### config.mk
export PLATFORM = sky130hd
export DESIGN_NAME = multi_voice_signal_gen
export DESIGN_NICKNAME = d
export VERILOG_FILES = /design/src/rtl/signal_gen_pkg.sv /design/src/rtl/tone_voice.sv /design/src/rtl/multi_voice_signal_gen.sv
export SDC_FILE = /design/constraint.sdc
export NUM_CORES = 1
export LEC_CHECK = 0
export ABC_AREA = 1
export CAP_MARGIN = 20
export CORE_AREA = 2 2 101 152
export CTS_CLUSTER_DIAMETER = 120
export DETAILED_ROUTE_END_ITERATION = 8
export DIE_AREA = 0 0 103 154
export HOLD_SLACK_MARGIN = 0.1
export PLACE_DENSITY = 0.81
export REMOVE_ABC_BUFFERS = 1
export SETUP_SLACK_MARGIN = 0.3
export SLEW_MARGIN = 25
export SYNTH_ARGS = -nofsm -noshare
export SYNTH_HDL_FRONTEND = slang
export SYNTH_SLANG_ARGS = --single-unit
### constraint.sdc
create_clock -name clk -period 4.6 [get_ports clk]
set_input_delay 1.38 -clock clk [delete_from_list [all_inputs] [get_ports clk]]
set_output_delay 1.38 -clock clk [all_outputs]
set_load 0.02 [all_outputs]
### src/rtl/signal_gen_pkg.sv
// Shared definitions for the multi-voice signal generator: register map
// addresses, voice mode encodings and the noise LFSR seed.
package signal_gen_pkg;

  // Register map, selected by the 3-bit address bus.
  localparam logic [2:0] AddrSel   = 3'd0;
  localparam logic [2:0] AddrPerLo = 3'd1;
  localparam logic [2:0] AddrPerHi = 3'd2;
  localparam logic [2:0] AddrVol   = 3'd3;
  localparam logic [2:0] AddrMode  = 3'd4;
  localparam logic [2:0] AddrCtrl  = 3'd5;

  typedef enum logic [1:0] {
    ModeOff     = 2'b00,
    ModeSquare  = 2'b01,
    ModePulse25 = 2'b10,
    ModeNoise   = 2'b11
  } mode_e;

  // Noise polynomial is x^W + x^(W-1) + 1: feedback taps are the two MSBs.
  localparam int unsigned LfsrSeed = 1;

endpackage

### src/rtl/tone_voice.sv
// One tone voice: period/volume/mode registers, tick-driven period counter
// and 2-bit phase. Produces its gated volume contribution and a wrap pulse.
// Ports:
//   clk, rst_n              clock, async active-low reset
//   enable                  master enable; 0 holds cnt/phase at 0 and mutes
//   tick                    prescaled voice tick (already gated by enable)
//   sync                    one-shot clear of cnt/phase, overrides tick
//   noise_bit               shared LFSR output bit
//   wr_period/period_new    period write
//   wr_volume/volume_new    volume write
//   wr_mode/mode_new        mode write
//   level                   volume when the voice is high, else 0
//   wrap                    pulses on the tick where the counter wraps
module tone_voice
  import signal_gen_pkg::*;
#(
  parameter int unsigned PERIOD_W = 10,
  parameter int unsigned VOL_W    = 3
) (
  input  logic                clk,
  input  logic                rst_n,
  input  logic                enable,
  input  logic                tick,
  input  logic                sync,
  input  logic                noise_bit,
  input  logic                wr_period,
  input  logic [PERIOD_W-1:0] period_new,
  input  logic                wr_volume,
  input  logic [VOL_W-1:0]    volume_new,
  input  logic                wr_mode,
  input  mode_e               mode_new,
  output logic [VOL_W-1:0]    level,
  output logic                wrap
);

  logic [PERIOD_W-1:0] period_q, cnt_q, cnt_d;
  logic [VOL_W-1:0]    volume_q;
  mode_e               mode_q;
  logic [1:0]          phase_q, phase_d;
  logic                high;

  always_ff @(posedge clk or negedge rst_n) begin
    if (!rst_n) begin
      period_q <= '0;
      volume_q <= '0;
      mode_q   <= ModeOff;
      cnt_q    <= '0;
      phase_q  <= '0;
    end else begin
      if (wr_period) period_q <= period_new;
      if (wr_volume) volume_q <= volume_new;
      if (wr_mode)   mode_q   <= mode_new;
      cnt_q   <= cnt_d;
      phase_q <= phase_d;
    end
  end

  // Compare uses the registered period, so a same-cycle period write only
  // takes effect on the following tick. ">=" lets a shrunk period wrap at once.
  always_comb begin
    cnt_d   = cnt_q;
    phase_d = phase_q;
    wrap    = 1'b0;
    if (!enable || sync) begin
      cnt_d   = '0;
      phase_d = '0;
    end else if (tick) begin
      if (cnt_q >= period_q) begin
        cnt_d   = '0;
        phase_d = phase_q + 2'd1;
        wrap    = 1'b1;
      end else begin
        cnt_d = cnt_q + PERIOD_W'(1);
      end
    end
  end

  always_comb begin
    high = 1'b0;
    unique case (mode_q)
      ModeOff:     high = 1'b0;
      ModeSquare:  high = phase_q[0];
      ModePulse25: high = (phase_q == 2'd3);
      ModeNoise:   high = noise_bit;
    endcase
  end

  assign level = (enable && high) ? volume_q : '0;

endmodule

### src/rtl/multi_voice_signal_gen.sv
// Multi-voice tone generator with 1-bit sigma-delta output.
// Ports:
//   clk, rst_n     clock, async active-low reset
//   write_strobe   asynchronous pad strobe; each rising edge commits a write
//   address, data  register address/data, stable around the strobe
//   signal_out     sigma-delta audio bit
//   debug          {mix_sum[4:0], voice_sel[1:0]}
module multi_voice_signal_gen
  import signal_gen_pkg::*;
#(
  parameter int unsigned NUM_VOICES = 4,
  parameter int unsigned PERIOD_W   = 10,
  parameter int unsigned VOL_W      = 3,
  parameter int unsigned PRESCALE   = 16,
  parameter int unsigned LFSR_W     = 15
) (
  input  logic       clk,
  input  logic       rst_n,
  input  logic       write_strobe,
  input  logic [2:0] address,
  input  logic [4:0] data,
  output logic       signal_out,
  output logic [6:0] debug
);

  localparam int unsigned SUM_W = $clog2(NUM_VOICES * (2 ** VOL_W - 1) + 1);
  localparam int unsigned PRE_W = (PRESCALE > 1) ? $clog2(PRESCALE) : 1;

  logic              strobe_meta_q, strobe_sync_q, strobe_prev_q;
  logic              wr_en, sync_all, tick;
  logic [1:0]        voice_sel_q;
  logic [4:0]        staging_q;
  logic              enable_q;
  logic [PRE_W-1:0]  presc_q, presc_d;
  logic [LFSR_W-1:0] lfsr_q, lfsr_d;
  logic [SUM_W:0]    acc_q, acc_d;
  logic [SUM_W-1:0]  mix_sum;
  logic [VOL_W-1:0]  level [NUM_VOICES];
  logic [NUM_VOICES-1:0] wrap;

  // Synchroniser resets high so a strobe already high at release is not
  // mistaken for an edge; only a rise after release commits a write.
  always_ff @(posedge clk or negedge rst_n) begin
    if (!rst_n) begin
      strobe_meta_q <= 1'b1;
      strobe_sync_q <= 1'b1;
      strobe_prev_q <= 1'b1;
    end else begin
      strobe_meta_q <= write_strobe;
      strobe_sync_q <= strobe_meta_q;
      strobe_prev_q <= strobe_sync_q;
    end
  end

  assign wr_en    = strobe_sync_q & ~strobe_prev_q;
  assign sync_all = wr_en && (address == AddrCtrl) && data[1];
  assign tick     = enable_q && (presc_q == PRE_W'(PRESCALE - 1));

  always_comb begin
    presc_d = '0;
    if (enable_q && !tick) presc_d = presc_q + PRE_W'(1);
  end

  // Select compares the whole data field so out-of-range values are ignored.
  always_ff @(posedge clk or negedge rst_n) begin
    if (!rst_n) begin
      voice_sel_q <= '0;
      staging_q   <= '0;
      enable_q    <= 1'b0;
      presc_q     <= '0;
      lfsr_q      <= LFSR_W'(LfsrSeed);
      acc_q       <= '0;
    end else begin
      if (wr_en && address == AddrSel && data < 5'(NUM_VOICES)) voice_sel_q <= data[1:0];
      if (wr_en && address == AddrPerLo) staging_q <= data;
      if (wr_en && address == AddrCtrl)  enable_q  <= data[0];
      presc_q <= presc_d;
      lfsr_q  <= lfsr_d;
      acc_q   <= acc_d;
    end
  end

  for (genvar v = 0; v < NUM_VOICES; v++) begin : g_voice
    logic hit;
    assign hit = wr_en && (voice_sel_q == 2'(v));
    tone_voice #(
      .PERIOD_W (PERIOD_W),
      .VOL_W    (VOL_W)
    ) u_voice (
      .clk        (clk),
      .rst_n      (rst_n),
      .enable     (enable_q),
      .tick       (tick),
      .sync       (sync_all),
      .noise_bit  (lfsr_q[0]),
      .wr_period  (hit && address == AddrPerHi),
      .period_new (PERIOD_W'({data, staging_q})),
      .wr_volume  (hit && address == AddrVol),
      .volume_new (data[VOL_W-1:0]),
      .wr_mode    (hit && address == AddrMode),
      .mode_new   (mode_e'(data[1:0])),
      .level      (level[v]),
      .wrap       (wrap[v])
    );
  end

  // Shared LFSR advances once for every voice that wraps this cycle.
  always_comb begin
    lfsr_d = lfsr_q;
    for (int i = 0; i < NUM_VOICES; i++) begin
      if (wrap[i]) lfsr_d = {lfsr_d[LFSR_W-2:0], lfsr_d[LFSR_W-1] ^ lfsr_d[LFSR_W-2]};
    end
  end

  always_comb begin
    mix_sum = '0;
    for (int i = 0; i < NUM_VOICES; i++) mix_sum = mix_sum + SUM_W'(level[i]);
  end

  // First-order sigma-delta: the carry out of the SUM_W-bit accumulator is the output.
  always_comb begin
    acc_d = '0;
    if (enable_q) acc_d = {1'b0, acc_q[SUM_W-1:0]} + {1'b0, mix_sum};
  end

  assign signal_out = acc_q[SUM_W];
  assign debug      = {5'(mix_sum), voice_sel_q};

endmodule

==> flow_metrics.tcl <==
set metrics [dict create \
    coreArea_um2 14500 \
    cp_data_arrival_time_ps 3350 \
    required_ps 3220 \
    synth_area_um2 8270 \
    final_cell_mix "nand2_1, dfrtp_1, inv_1" \
    postCtsHoldBufs 0 \
    rsz0062_at_grt "yes" \
    drt_first_pass_iters 6 \
    drc_errors 0 \
    ir_drop_uv 290 \
    syn_avg_cell_area_um2 8.14 \
    dieHeight_um 154 \
    fin_skew_ps 10.3 \
    regToRegStartpoint "lfsr_q[0]" \
    ant_nets 0 \
    end_kind "primary output" \
    r2r-end "acc_q[4]" \
    leakage_uw 0.00451 \
    hold_path_depth 0 \
    io-pin-count 19 \
    drv_cap 0 \
    cts-buffers-inserted 17 \
    cts_tree "done" \
    regArea_um2 3610 \
    netlist_instances 1015 \
    grt_max_degree 86 \
    dieArea_um2 15900 \
    yosysSeqAreaShare 0.437 \
    status "complete, but fails checks" \
    hold_violations 0 \
    die_width_um 103 \
    ys_async_sr_fraction 1.00 \
    globalRouteOverflowTotal 0 \
    path_max_fanout 6 \
    power_density_nw_per_um2 383 \
    final_util 0.653 \
    drive_above_1_share 0.0897 \
    areaGrowthSynthToFinish_pct 14.3 \
    clock-sinks 144 \
    insertion_delay_ps 420 \
    cts_root_buf "clkbuf_16" \
    slew_headroom 0.465 \
    max_slew.worst_pin.slew_ps 803 \
    grtUsageTotal 0.270 \
    start_kind "flip-flop" \
    holdPathEnd "strobe_sync_q" \
    dp_hpwl_um 13300 \
    fin_total_pwr_uw 3620 \
    violations "negative setup slack" \
    dp_slack_ps -240 \
    fillers 1194 \
    critPathKind "reg -> out" \
    hold_start "strobe_meta_q" \
    synth_edf_count 0 \
    reg2reg_setup_slack_ps 700 \
    yosys_warnings 0 \
    grt_pass1_wl_um 33500 \
    clk_pin_slew_worst_paths_ps 60 \
    post-route-min-period_ps 4730 \
    antenna_found_initial 0 \
    start_util 0.572 \
    numPortBuffers 18 \
    totalWireLength_um 20000 \
    setup_ws_ps -131 \
    via_per_inst 5.67 \
    synthFlopType "dfrtp_1" \
    max_freq_mhz 211 \
    final_nets 1123 \
    multi_input_area_um2 4040 \
    min_path_type "reg -> reg" \
    finalSetupViolations 3 \
    vias 7110 \
    synth_cell_types 45 \
    place_congestion 0.890 \
    cts_max_level 4 \
    routedWlPerCell_um 15.9 \
    synth-seq-cells 144 \
    cts_buffer_depth 2 \
    antenna_cells 0 \
    rows 54 \
    slew_viol_final 0 \
    grt_pass1_vias 7055 \
    layout_commonest_cell "nand2_1" \
    timing.final.crit_share 1.03 \
    drt_iter0_markers 477 \
    reg2regPathDepth 18 \
]
## cells by family after synthesis
family,after synthesis,share of synthesized area
buffers and inverters,170,0.0813
xor gates and xnor gates,16,0.0170
and+or+nand+nor,424,0.224
adders and majority gates,65,0.105
DFF,144,0.437
AOI/OAI and AO/OA,196,0.137
## power by group
| group | switching, uW | total [uW] | internal, uW |
|---|---|---|---|
| clock network | 557 | 1530 | 977 |
| registers | 81.6 | 1460 | 1380 |
| logic | 418 | 627 | 209 |
| total | 1060 | 3620 | 2560 |
## sequential cells by signal, indices dropped and copies added (netlist names)
signal                    flops
strobe_sync_q                 1
g_voice.u_voice.cnt_q        40
g_voice.u_voice.mode_q        8
presc_q                       4
enable_q                      1
lfsr_q                       15
g_voice.u_voice.phase_q       8
g_voice.u_voice.volume_q     12
staging_q                     5
acc_q                         6
strobe_meta_q                 1
strobe_prev_q                 1
voice_sel_q                   2
g_voice.u_voice.period_q     40
## worst max-delay path: stages (launching register included)
cell and delay [ps]:
dfstp_2 580, nand2_1 80, o211ai_1 100, nand2_1 130, inv_2 80, nand2_2 50, fa_1 510, fa_1 570
inv_2 70, buf_6 120, ha_4 140, a21oi_1 220, nand2_2 130, buf_6 150
## worst max path at each step
stage / from / end
after floorplan: g_voice[1].u_voice.phase_q[0] / debug[5]
after global placement: lfsr_q[0] / debug[5]
after detailed placement: lfsr_q[0] / debug[5]
after CTS: lfsr_q[0] / debug[5]
after global routing: lfsr_q[0] / debug[6]
final: lfsr_q[0] / debug[6]
## per-stage QoR
step / cell area (um2) / setup TNS, ps / hold WS, ps / std cells
2_1_floorplan: 8130 / 0 / 345 / 988
3_5_place_dp: 8710 / -488 / 349 / 1220
5_1_grt: 9450 / -626 / 359 / 1255
6_report: 9450 / -312 / 357 / 1255
4_1_cts: 9420 / -121 / 358 / 1254
3_3_place_gp: 8710 / -247 / 347 / 1220
## Yosys cell counts, types with 2 or more instances
master / number / area, um2
nor4_1: 2 / 12.5
nor2_2: 3 / 18.8
clkinv_1: 2 / 7.51
buf_6: 2 / 22.5
a31oi_1: 2 / 12.5
a32o_1: 2 / 20.0
a22o_1: 2 / 17.5
a21o_1: 2 / 15.0
a211oi_1: 2 / 15.0
nor2_1: 69 / 259
clkbuf_1: 15 / 56.3
nor3_1: 24 / 120
nand2_4: 2 / 22.5
o211ai_1: 34 / 255
inv_2: 6 / 22.5
a21oi_1: 44 / 220
o22ai_1: 3 / 18.8
nand2_1: 229 / 860
xor2_1: 14 / 123
buf_2: 6 / 30.0
ha_1: 58 / 726
nand2_2: 5 / 31.3
dfstp_2: 4 / 105
o21ai_1: 12 / 60.1
nand4_1: 13 / 81.3
buf_4: 3 / 22.5
xnor2_1: 2 / 17.5
inv_1: 135 / 507
nand3_1: 69 / 345
fa_1: 7 / 140
o21ai_0: 83 / 415
o21a_1: 7 / 52.6
dfrtp_1: 140 / 3500
## cell type report
class | count | share of cell area
inverter | 143 | 0.0568
timing repair buffer | 40 | 0.0388
clock buffer | 18 | 0.0465
tap | 196 | 0.0260
multi-input combinational | 701 | 0.428
sequential | 144 | 0.382
clock inverter | 13 | 0.0224
## per-layer routing
layer / GRT usage / vias to the layer above / share of wire
met3: 0.0491 / 66 / 0.045
met1: 0.322 / 3405 / 0.39
met4: 0.116 / 0 / 0.041
li1: - / 3428 / -
met5: 0 / - / 0
met2: 0.468 / 211 / 0.53
## what timing repair did
action                                  CTS  global route
pin swaps                                14             2
resized for setup                        37             3
cloned                                    0             0
setup buffers                             3             1
endpoints found under the setup margin    5             4
(Power assumes the default switching activity.)
==> patch, RTL diff (same settings) <==
`PERIOD_W` is set to 10 in 2 places; all go to 12.
--- a/src/rtl/tone_voice.sv
+++ b/src/rtl/tone_voice.sv
@@ -14,7 +14,7 @@
 module tone_voice
   import signal_gen_pkg::*;
 #(
-  parameter int unsigned PERIOD_W = 10,
+  parameter int unsigned PERIOD_W = 12,
   parameter int unsigned VOL_W    = 3
 ) (
   input  logic                clk,
--- a/src/rtl/multi_voice_signal_gen.sv
+++ b/src/rtl/multi_voice_signal_gen.sv
@@ -9,7 +9,7 @@
   import signal_gen_pkg::*;
 #(
   parameter int unsigned NUM_VOICES = 4,
-  parameter int unsigned PERIOD_W   = 10,
+  parameter int unsigned PERIOD_W   = 12,
   parameter int unsigned VOL_W      = 3,
   parameter int unsigned PRESCALE   = 16,
   parameter int unsigned LFSR_W     = 15
Function: no difference found for any inputs over 10 cycles, from zero or initial values and one cycle with rst_n low; that may be too few to reach the edited logic, so the function may still have changed.
==> patch against the original RTL <==
The flow still finishes with violations (setup timing). Hold slack better by 5.2 ps. Sequential power up 4%. Sequential cell count up 8. Worst setup slack better by 47 ps. Total power down 3.4%. Wire length down 5.4%. Via count up 0.23%. Final cell count up 3.1%. Final area up 3.3%. Clock skew up 0.68 ps. Area after synthesis up 6.0%. Largest power group is now registers.
==> patch: results (changes against the original RTL) <==
{| class="wikitable"
! Metric !! Value
|-
| Outcome || complete, but fails checks
|-
| Failing checks || setup timing
|-
| Maximum level of the CTS H-tree || 4 (unchanged)
|-
| LEAKAGE || 4.70 nW (+4.2%)
|-
| Relative slew slack || 44.1% (-2.4 points)
|-
| Number of cells on the worst hold path || 0 (unchanged)
|-
| Worst Path Arrival || 3300 ps (-50 ps)
|-
| Depth of the worst register-to-register path || 18 (unchanged)
|-
| Number of diodes added for antenna fixing || 0 (unchanged)
|-
| DP Worst Slack || -207 ps (+32.7 ps)
|-
| Cell types occupying the most area after synthesis || dfrtp_1 (42%), nand2_1 (10%), ha_1 (8.3%)
|-
| Share of final-layout standard cells stronger than drive strength 1 || 9.47% (+0.50 points)
|-
| CTS Buf Count || 17 (unchanged)
|-
| Worst skew pair latency || 430 ps
|-
| Global-route wire length before repair || 32.7 mm (-2.7%)
|-
| Fraction of registers with async set or reset after synthesis || 100% (unchanged)
|-
| CTS root buffer || clkbuf_16
|-
| Max-cap check violation count || 0 (unchanged)
|-
| Largest registers ranked by flip-flop count || g_voice.u_voice.cnt_q (48), g_voice.u_voice.period_q (40), lfsr_q (15)
|-
| Global Route Usage Sum || 26.1% (-0.96 points)
|-
| Cell count after placement || 1259 (+3.2%)
|-
| Wire per inst || 14.6 um (-8.3%)
|-
| Clock slew seen by the registers of the worst setup and hold paths || 60 ps (about the same)
|-
| Sequential cell area fraction in the yosys report || 43.5% (-0.17 points)
|-
| Total number of yosys warnings || 0 (unchanged)
|-
| Setup WS post-layout || -83.7 ps (+47.0 ps)
|-
| Final nets || 1161 (+3.4%)
|-
| Maximum number of buffers from clock root to sink || 2 (unchanged)
|-
| Number of library cell types mapped by synthesis || 42 (-6.7%)
|-
| DPL Wire Length || 13.4 mm (+0.51%)
|-
| Gate Count Post-Synth || 1059 (+4.3%)
|-
| Worst vdd rail ir drop || 259 uV (-11%)
|-
| Initial antenna violation count || 0 (unchanged)
|-
| Starting DRT DRC Count || 391 (-18%)
|-
| Number of iterations in the first detailed-routing pass || 5 (-1)
|-
| Number of vias per cell || 5.51 (-2.8%)
|-
| I/O Buffers || 18 (unchanged)
|-
| Setup clock skew after layout || 10.9 ps (+0.675 ps)
|-
| Setup total negative slack || -165 ps (+147 ps)
|-
| Largest net degree at the start of global routing || 95 (+10%)
|-
| Vias in the first global route || 7225 (+2.4%)
|-
| Critical path peak fanout || 2 (-4)
|-
| Overall via count from detail_route || 7126 (+0.23%)
|-
| Leading cell types by count after synthesis || nand2_1 (237), inv_1 (155), dfrtp_1 (148), o21ai_0 (84), nand3_1 (76)
|-
| Total setup violations reported at the end of the flow || 2 (-1)
|-
| Worst hold path type || reg -> reg
|-
| GPL Wtd Cong || 0.830 (-6.8%)
|}
patch: logic make-up after synthesis:
group | share of synthesized area [%]
adder cells (fa/ha/maj) | 9.88
AO/OA/AOI/OAI | 13.3
XOR/XNOR | 3.10
flip-flops | 43.5
AND/OR/NAND/NOR | 21.4
buffers and inverters | 8.73
multiplexers | 0.114
patch: power breakdown:
group	internal, mW	switching (mW)	total [mW]
Sequential	1.44	0.0751	1.52
Clock	0.755	0.603	1.36
Combinational	0.215	0.406	0.621
Total	2.41	1.08	3.50
patch: worst paths after layout:
check                                         startpoint                           to  slack, ps
max                        g_voice[1].u_voice.phase_q[1]                     debug[5]        -80
min                                        strobe_meta_q                strobe_sync_q        360
max reg2reg                g_voice[1].u_voice.phase_q[1]                     acc_q[4]        720
min reg2reg                                strobe_meta_q                strobe_sync_q        360
max in group asynchronous                          rst_n               voice_sel_q[1]       2730
min in group asynchronous                          rst_n  g_voice[2].u_voice.cnt_q[7]       1020
patch: metrics by stage:
step / util (%) / hold slack (ps) / cell area [um^2]
floorplan: - / 345 / 8610
global placement: 63.3 / 351 / 9150
detailed placement: 63.3 / 350 / 9150
CTS: 67.4 / 363 / 9740
global route: 67.5 / 366 / 9760
finish: 67.5 / 362 / 9760
patch: final cells by class:
| cell class | instances | area [um^2] |
|---|---|---|
| clock inverter | 15 | 143 |
| inverter | 163 | 612 |
| clock buffer | 17 | 425 |
| multi-input combinational | 716 | 4200 |
| timing repair buffer | 35 | 322 |
| tap | 196 | 245 |
| fill | 1221 | 4700 |
| sequential | 152 | 3810 |
patch: metal layers:
layer / part of all wire, % / wire (um) / up-vias / global-route usage, %
li1: - / - / 3525 / -
met1: 41 / 7670 / 3407 / 31.6
met2: 53 / 10100 / 155 / 45.5
met3: 3.6 / 685 / 39 / 4.18
met4: 2.5 / 470 / 0 / 10.4
met5: 0 / 0 / - / 0
patch: worst max-delay path, stage by stage (launching register included):
cell and delay, ps:
dfrtp_1 350, ha_1 150, inv_1 40, o211ai_1 170, nand2_1 140, nor2_1 150, fa_1 480, fa_1 480
ha_2 220, fa_2 350, xor2_2 190, buf_6 150
patch: repair_timing:
action,CTS,global route
pin swaps,7,1
buffers inserted,2,1
endpoints found under the setup margin,5,4
gates resized for setup,29,2
